$ cat src/rtl/acc_rr_sched.sv
// Round-robin scheduler sharing one windowed-sum accumulator among NREQ requesters.
// A granted requester streams DEPTH samples; the block returns one tagged sum, then re-arbitrates.
//
// state | meaning
// IDLE  | no grant; arbitrate among pending requests starting at ptr
// BURST | grant held; accumulate samples from the selected requester
// DONE  | result pulse visible, pointer advances past the served requester
module acc_rr_sched #(
    parameter int NREQ  = 4,
    parameter int N     = 8,
    parameter int DEPTH = 8,
    localparam int IW   = $clog2(NREQ),
    localparam int OW   = N + $clog2(DEPTH)
) (
    input  logic              clk,
    input  logic              rst,
    input  logic [NREQ-1:0]   req,
    input  logic [NREQ*N-1:0] din,
    input  logic [NREQ-1:0]   din_vld,
    output logic [NREQ-1:0]   gnt,
    output logic              busy,
    output logic [OW-1:0]     dout,
    output logic [IW-1:0]     dout_id,
    output logic              dout_vld,
    output logic              abort
);

    localparam int CW = $clog2(DEPTH);

    localparam logic [1:0] S_IDLE  = 2'd0;
    localparam logic [1:0] S_BURST = 2'd1;
    localparam logic [1:0] S_DONE  = 2'd2;

    logic [1:0]    state;
    logic [IW-1:0] ptr;
    logic [IW-1:0] sel;
    logic [CW-1:0] cnt;
    logic [OW-1:0] acc;

    logic [IW-1:0] pick;
    logic          found;
    logic [IW-1:0] sel_inc;
    logic [N-1:0]  sel_din;
    logic          sel_vld;
    logic          sel_req;
    logic [OW-1:0] sample_ext;
    logic [OW-1:0] acc_next;
    logic          last_sample;

    // First pending request at or after ptr, wrapping modulo NREQ.
    always_comb begin
        pick  = '0;
        found = 1'b0;
        for (int k = 0; k < NREQ; k++) begin
            if (!found && req[(int'(ptr) + k) % NREQ]) begin
                pick  = IW'((int'(ptr) + k) % NREQ);
                found = 1'b1;
            end
        end
    end

    assign sel_inc     = (sel == IW'(NREQ - 1)) ? '0 : sel + IW'(1);
    assign sel_din     = din[int'(sel) * N +: N];
    assign sel_vld     = din_vld[sel];
    assign sel_req     = req[sel];
    assign sample_ext  = {{(OW - N){1'b0}}, sel_din};
    assign acc_next    = (cnt == '0) ? sample_ext : acc + sample_ext;
    assign last_sample = (cnt == CW'(DEPTH - 1));
    assign busy        = (state != S_IDLE);

    always_ff @(posedge clk) begin
        if (rst) begin
            state    <= S_IDLE;
            ptr      <= '0;
            sel      <= '0;
            cnt      <= '0;
            acc      <= '0;
            gnt      <= '0;
            dout     <= '0;
            dout_id  <= '0;
            dout_vld <= 1'b0;
            abort    <= 1'b0;
        end else begin
            dout_vld <= 1'b0;
            abort    <= 1'b0;
            case (state)
                S_IDLE: begin
                    if (found) begin
                        sel   <= pick;
                        gnt   <= {{(NREQ - 1){1'b0}}, 1'b1} << pick;
                        cnt   <= '0;
                        state <= S_BURST;
                    end
                end
                S_BURST: begin
                    // A dropped request wins over a sample presented in the same cycle.
                    if (!sel_req) begin
                        gnt   <= '0;
                        abort <= 1'b1;
                        ptr   <= sel_inc;
                        state <= S_IDLE;
                    end else if (sel_vld) begin
                        acc <= acc_next;
                        cnt <= cnt + CW'(1);
                        if (last_sample) begin
                            gnt      <= '0;
                            dout     <= acc_next;
                            dout_id  <= sel;
                            dout_vld <= 1'b1;
                            state    <= S_DONE;
                        end
                    end
                end
                S_DONE: begin
                    ptr   <= sel_inc;
                    state <= S_IDLE;
                end
                default: begin
                    gnt   <= '0;
                    state <= S_IDLE;
                end
            endcase
        end
    end

endmodule

$ cat config.mk
export PLATFORM = sky130hd
export DESIGN_NAME = acc_rr_sched
export DESIGN_NICKNAME = d
export VERILOG_FILES = /design/src/rtl/acc_rr_sched.sv
export SDC_FILE = /design/constraint.sdc
export NUM_CORES = 1
export LEC_CHECK = 0
export CELL_PAD_IN_SITES_DETAIL_PLACEMENT = 0
export CELL_PAD_IN_SITES_GLOBAL_PLACEMENT = 2
export CORE_ASPECT_RATIO = 2
export CORE_MARGIN = 4
export CORE_UTILIZATION = 29
export DETAILED_ROUTE_END_ITERATION = 12
export PLACE_DENSITY = 0.87
export SYNTH_ARGS = -nofsm -noshare
export SYNTH_HDL_FRONTEND = slang
export SYNTH_SLANG_ARGS = --single-unit
$ cat constraint.sdc
create_clock -name clk -period 3.8 [get_ports clk]
set_input_delay 0.95 -clock clk [delete_from_list [all_inputs] [get_ports clk]]
set_output_delay 0.95 -clock clk [all_outputs]
set_load 0.1 [all_outputs]
# == Word-level counts from Yosys, hierarchy flattened ==
# Index checks and enable logic that the tools add are counted.
# word_totals
reg_bits,39
inputBits,42
output_inout_bits,20
elab_cells,106
# classes
add_sub_neg,6
n_lt_le_gt_ge,5
n_eq_ne,10
shifts,2
n_mux,43
n_bitwise,7
n_reduce_logical,23
# op_table
op,count
variable part select 32 x 6 -> 8 bit,1
two-way mux 2 bit,10
two-way mux 4 bit,4
two-way mux 1 bit,15
binary-select mux 1 bit (select 2 bit),6
"less-than comparator 3 x 4 -> 1 bit, second input constant",3
one-hot mux 4 bit (3 select lines),1
AND reduction 4 bit,3
adder 11 x 8 -> 11 bit,1
two-way mux 11 bit,1
two-way mux 3 bit,3
"!= test 2 bit, second input constant",4
one-hot mux 2 bit (2 select lines),2
OR reduction 2 bit,4
"less-than comparator 2 x 3 -> 1 bit, second input constant",2
"!= test 3 bit, second input constant",2
one-hot mux 3 bit (2 select lines),1
AND reduction 3 bit,2
nonzero test 2 bit,3
"adder 2 x 1 -> 2 bit, second input constant",2
"adder 2 bit, second input constant",2
"== test 2 bit, second input constant",2
inverter 1 bit,4
AND reduction 2 bit,2
other kinds (10),16

# == Logic depth before layout (Yosys ltp) ==
# depth
word_depth,17
ltp_mapped,10

# == Worst setup path after synthesis ==
# OpenSTA, ideal clock, no wires.
# synth_timing
kind,input port to flip-flop
from,input din[8]
to,register acc[8]
setup_time_ns,0.069
arrival_time_ns,2.962
t_required_ns,3.731
setup_slack_ns,0.769
path_stages,9
n_path_buf,0
cell_sequence,mux4_2 > ha_1 > inv_1 > fa_1 > nand2b_1 > a211oi_1 > o21ai_0 > or4_1 > o21ai_1
# synth_between
elab_chain_cells,3
# synth_rtl
item,line,source
"start, declared",18,"input logic [NREQ*N-1:0] din,"
variable part select 32 x 6 -> 8 bit,63,assign sel_din = din[int'(sel) * N +: N];
adder 11 x 8 -> 11 bit,67,assign acc_next = (cnt == '0) ? sample_ext : acc + sample_ext;
two-way mux 11 bit,67,
"end signal, assigned",103,acc <= acc_next;
"end, declared",38,logic [OW-1:0] acc;
# No other way between the ends.
# A chain may end at the register's enable or synchronous reset.

# == Worst setup path in the final report ==
# layout_timing
from,input din[24]
to,register acc[8]
# Same word-level chain as after synthesis.

==> flow_summary.ini <==
[layout]
antenna_cells = 0
postLayoutCoreUtil_pct = 39.76
fin_area_sq_mm = 0.003273
areaGrowthSynthToFinish_pct = 34.78
drive_gt1_share_pct = 11.64
nets = 389

[critical_path]
crit_type = in -> reg
cp.required_ns = 4.02
r2r_start = sel[0]
critPathArrivalTime_ns = 3.56
reg2reg_to = dout[8]
timing.reg2reg.setup_slack_ns = 0.73
cp-end-kind = flop
worstPathMaxFanout = 4
reg2reg_depth = 8
start_kind = primary input

[logic_synthesis]
synthTopCellsByArea = dfxtp_1 32%, mux4_2 9.3%, ha_1 6.2%, nor2_1 4.9%, a211oi_2 4.1%
syn_area_per_cell_sq_um = 8.929
synth_cells = 272
synth_top_area_share_pct = 32.15
yosysWarnings = 0
yosysTopAreaCell = dfxtp_1
synth_fp_nets = 327
ys_seq_area_share_pct = 32.15
ys_types = 41
ys_ff_latch = 39
netlist_area_sq_mm = 0.002429

[route]
drt-wirelength-per-cell_um = 15.71
viasPerCell = 5.074
ant_nets = 0
vias = 2197
routed_wl_um = 6803
drtIter0Drc = 96
dr.pass1.iters = 4
drc = 0

[clock_network]
postCtsSetupBuffers = 0
cts_tree = yes
htreeDepth = 2
clock_path_buffers = 2
cts_buffers = 5
path_clk_slew_ns = 0.06
postCtsResizedCells = 0
cts.sinks = 39
hold_buffers = 0
clk_latency_ns = 0.29
cts_root_buffer = clkbuf_16

[global_route]
grtUsageMet1_pct = 14.70
grt_usage_pct = 14.52
grt_use_met2_pct = 27.77
antenna_found_initial = 0
busiest_layer = met2
grt_pass1_wl_um = 11100
grt_use_met3_pct = 2.703
overflow = 0
grt_pass1_vias = 2276
grt_max_degree = 26

[floorplanning]
pin_count = 62
initial_core_util_pct = 29.50
coreArea_sq_mm = 0.008233
die_h_um = 137.4
die_w_um = 72.71
fp.dieArea_sq_mm = 0.009991
num_rows = 47

[sta]
final_hold_viol_count = 0
finalSetupViolCount = 0
skew_ns = 0.006246
rsz0062_at_grt = no
fmax_mhz = 299.8
max-slew-margin-rel_pct = 23.99
period_needed_ns = 3.336
setup_tns_ns = 0
worst_pin_slew_ns = 1.140
slew_violations = 0
fin_ws_ns = 0.4640
finalCritPeriodShare_pct = 87.79

[placed_design]
dp_hpwl_um = 5350
io_buffer_count = 61
dp_slack_ns = 0.1550
gp_congestion = 0.7965
placed_cell_area_sq_mm = 0.003136

[min_path]
hp-start = gnt[0]
min_to = gnt[0]
whs_path_depth = 2
hold_class = reg -> reg

[power_and_ir_drop]
irDropWorstVdd_mv = 0.2768
power_density_mw_per_mm2 = 346.5
cellLeakagePower_uw = 0.001168

[outcome]
status = complete, no violations

[run]
maxCapViolations = 0
## final cells by class
type / count / area, sq um
clock buffer: 7 / 132.6
clock inverter: 1 / 5.005
fill: 867 / 4960
inverter: 14 / 52.55
multi-input combinational: 204 / 1504
sequential: 39 / 780.7
tap: 98 / 122.6
timing repair buffer: 70 / 675.6
## worst max-delay path by stage
stage	depth (start not counted)	slack (ns)	endpoint	startpoint
2_1_floorplan	9	0.77	acc[8]	din[8]
3_3_place_gp	11	0.22	acc[8]	din[8]
3_5_place_dp	11	0.16	acc[8]	din[24]
4_1_cts	11	0.44	acc[8]	din[24]
5_1_grt	11	0.32	acc[8]	din[24]
6_report	11	0.46	acc[8]	din[24]
## routing by layer
metal	vias to the layer above	wire length, um
li1	1115	-
met1	1017	2536
met2	51	3784
met3	14	284
met4	0	199
met5	-	0
## critical path: stages
cell and delay [ns]:
clkdlybuf4s50_1 0.47, mux4_2 0.24, ha_1 0.16, inv_1 0.05, fa_1 0.38, nand2b_1 0.18
a211oi_1 0.23, buf_4 0.17, o21ai_0 0.16, or4_1 0.49, o21ai_1 0.08
## cells in the final DEF, fill, tap and decap left out, types with 3 or more instances in the layout
| master | instances |
|---|---|
| mux2i_1 | 9 |
| a21oi_1 | 20 |
| nand2_1 | 24 |
| mux4_2 | 10 |
| or4_1 | 4 |
| nand3_1 | 10 |
| o21ai_0 | 12 |
| nand4_1 | 4 |
| ha_1 | 12 |
| buf_4 | 10 |
| nor2_1 | 32 |
| nand2b_1 | 5 |
| clkbuf_16 | 5 |
| clkdlybuf4s50_1 | 60 |
| a211oi_2 | 8 |
| a211oi_1 | 9 |
| o21ai_1 | 4 |
| inv_1 | 14 |
| a21o_1 | 3 |
| dfxtp_1 | 39 |
| xor2_1 | 5 |
| nor2b_1 | 6 |
| o211ai_1 | 3 |
## cells by family after synthesis
family                     after synthesis  synth area share (%)
AOI/OAI and AO/OA                       71                 21.23
xor gates and xnor gates                 5                 1.803
adders and majority gates               13                 7.007
buffers and inverters                   29                 5.924
DFF                                     39                 32.15
muxes                                   19                 12.98
and+or+nand+nor                         96                 18.91
## Yosys cell counts
| master | n |
|---|---|
| o21a_1 | 1 |
| nor2b_1 | 6 |
| a21o_1 | 3 |
| nand2b_1 | 5 |
| a211oi_1 | 9 |
| a211oi_2 | 8 |
| a21oi_1 | 20 |
| mux4_2 | 10 |
| and3_1 | 2 |
| clkbuf_1 | 6 |
| nor2_1 | 32 |
| o32ai_2 | 2 |
| a22oi_1 | 1 |
| dfxtp_1 | 39 |
| fa_1 | 1 |
| a31oi_1 | 1 |
| or3b_2 | 2 |
| nand2_1 | 24 |
| a211o_1 | 2 |
| o21ai_0 | 12 |
| o31ai_1 | 1 |
| and2_1 | 2 |
| and3b_1 | 1 |
| ha_1 | 12 |
| nand4_1 | 4 |
| inv_1 | 14 |
| buf_2 | 4 |
| nand3_1 | 10 |
| a311oi_2 | 1 |
| buf_6 | 4 |
| o2bb2ai_1 | 1 |
| or3_1 | 1 |
| o21ai_1 | 4 |
| o211ai_1 | 3 |
| mux2i_1 | 9 |
| nor3_1 | 2 |
| or4_1 | 4 |
| xor2_1 | 5 |
| nor3b_1 | 1 |
| buf_1 | 1 |
| a221o_1 | 2 |
## per-stage QoR
step	hold WS, ns	power [uW]	std cells
3_5_place_dp	0.4673	734.1	425
5_1_grt	0.4886	1194	433
2_1_floorplan	0.4604	633.8	272
6_report	0.4709	1134	433
3_3_place_gp	0.4618	731.6	425
4_1_cts	0.4756	1147	433
## registers in the layout, summed over array words and instances, names as in the netlist
signal	count
acc	11
dout	11
gnt	4
cnt	3
dout_id	2
ptr	2
sel	2
state	2
abort	1
dout_vld	1
## report_power, final
part | total, uW | internal (uW) | switching [uW]
sequential | 437 | 424 | 13.8
combinational | 285 | 126 | 159
clock | 412 | 243 | 169
No activity file was read; power rests on OpenSTA's default activity.
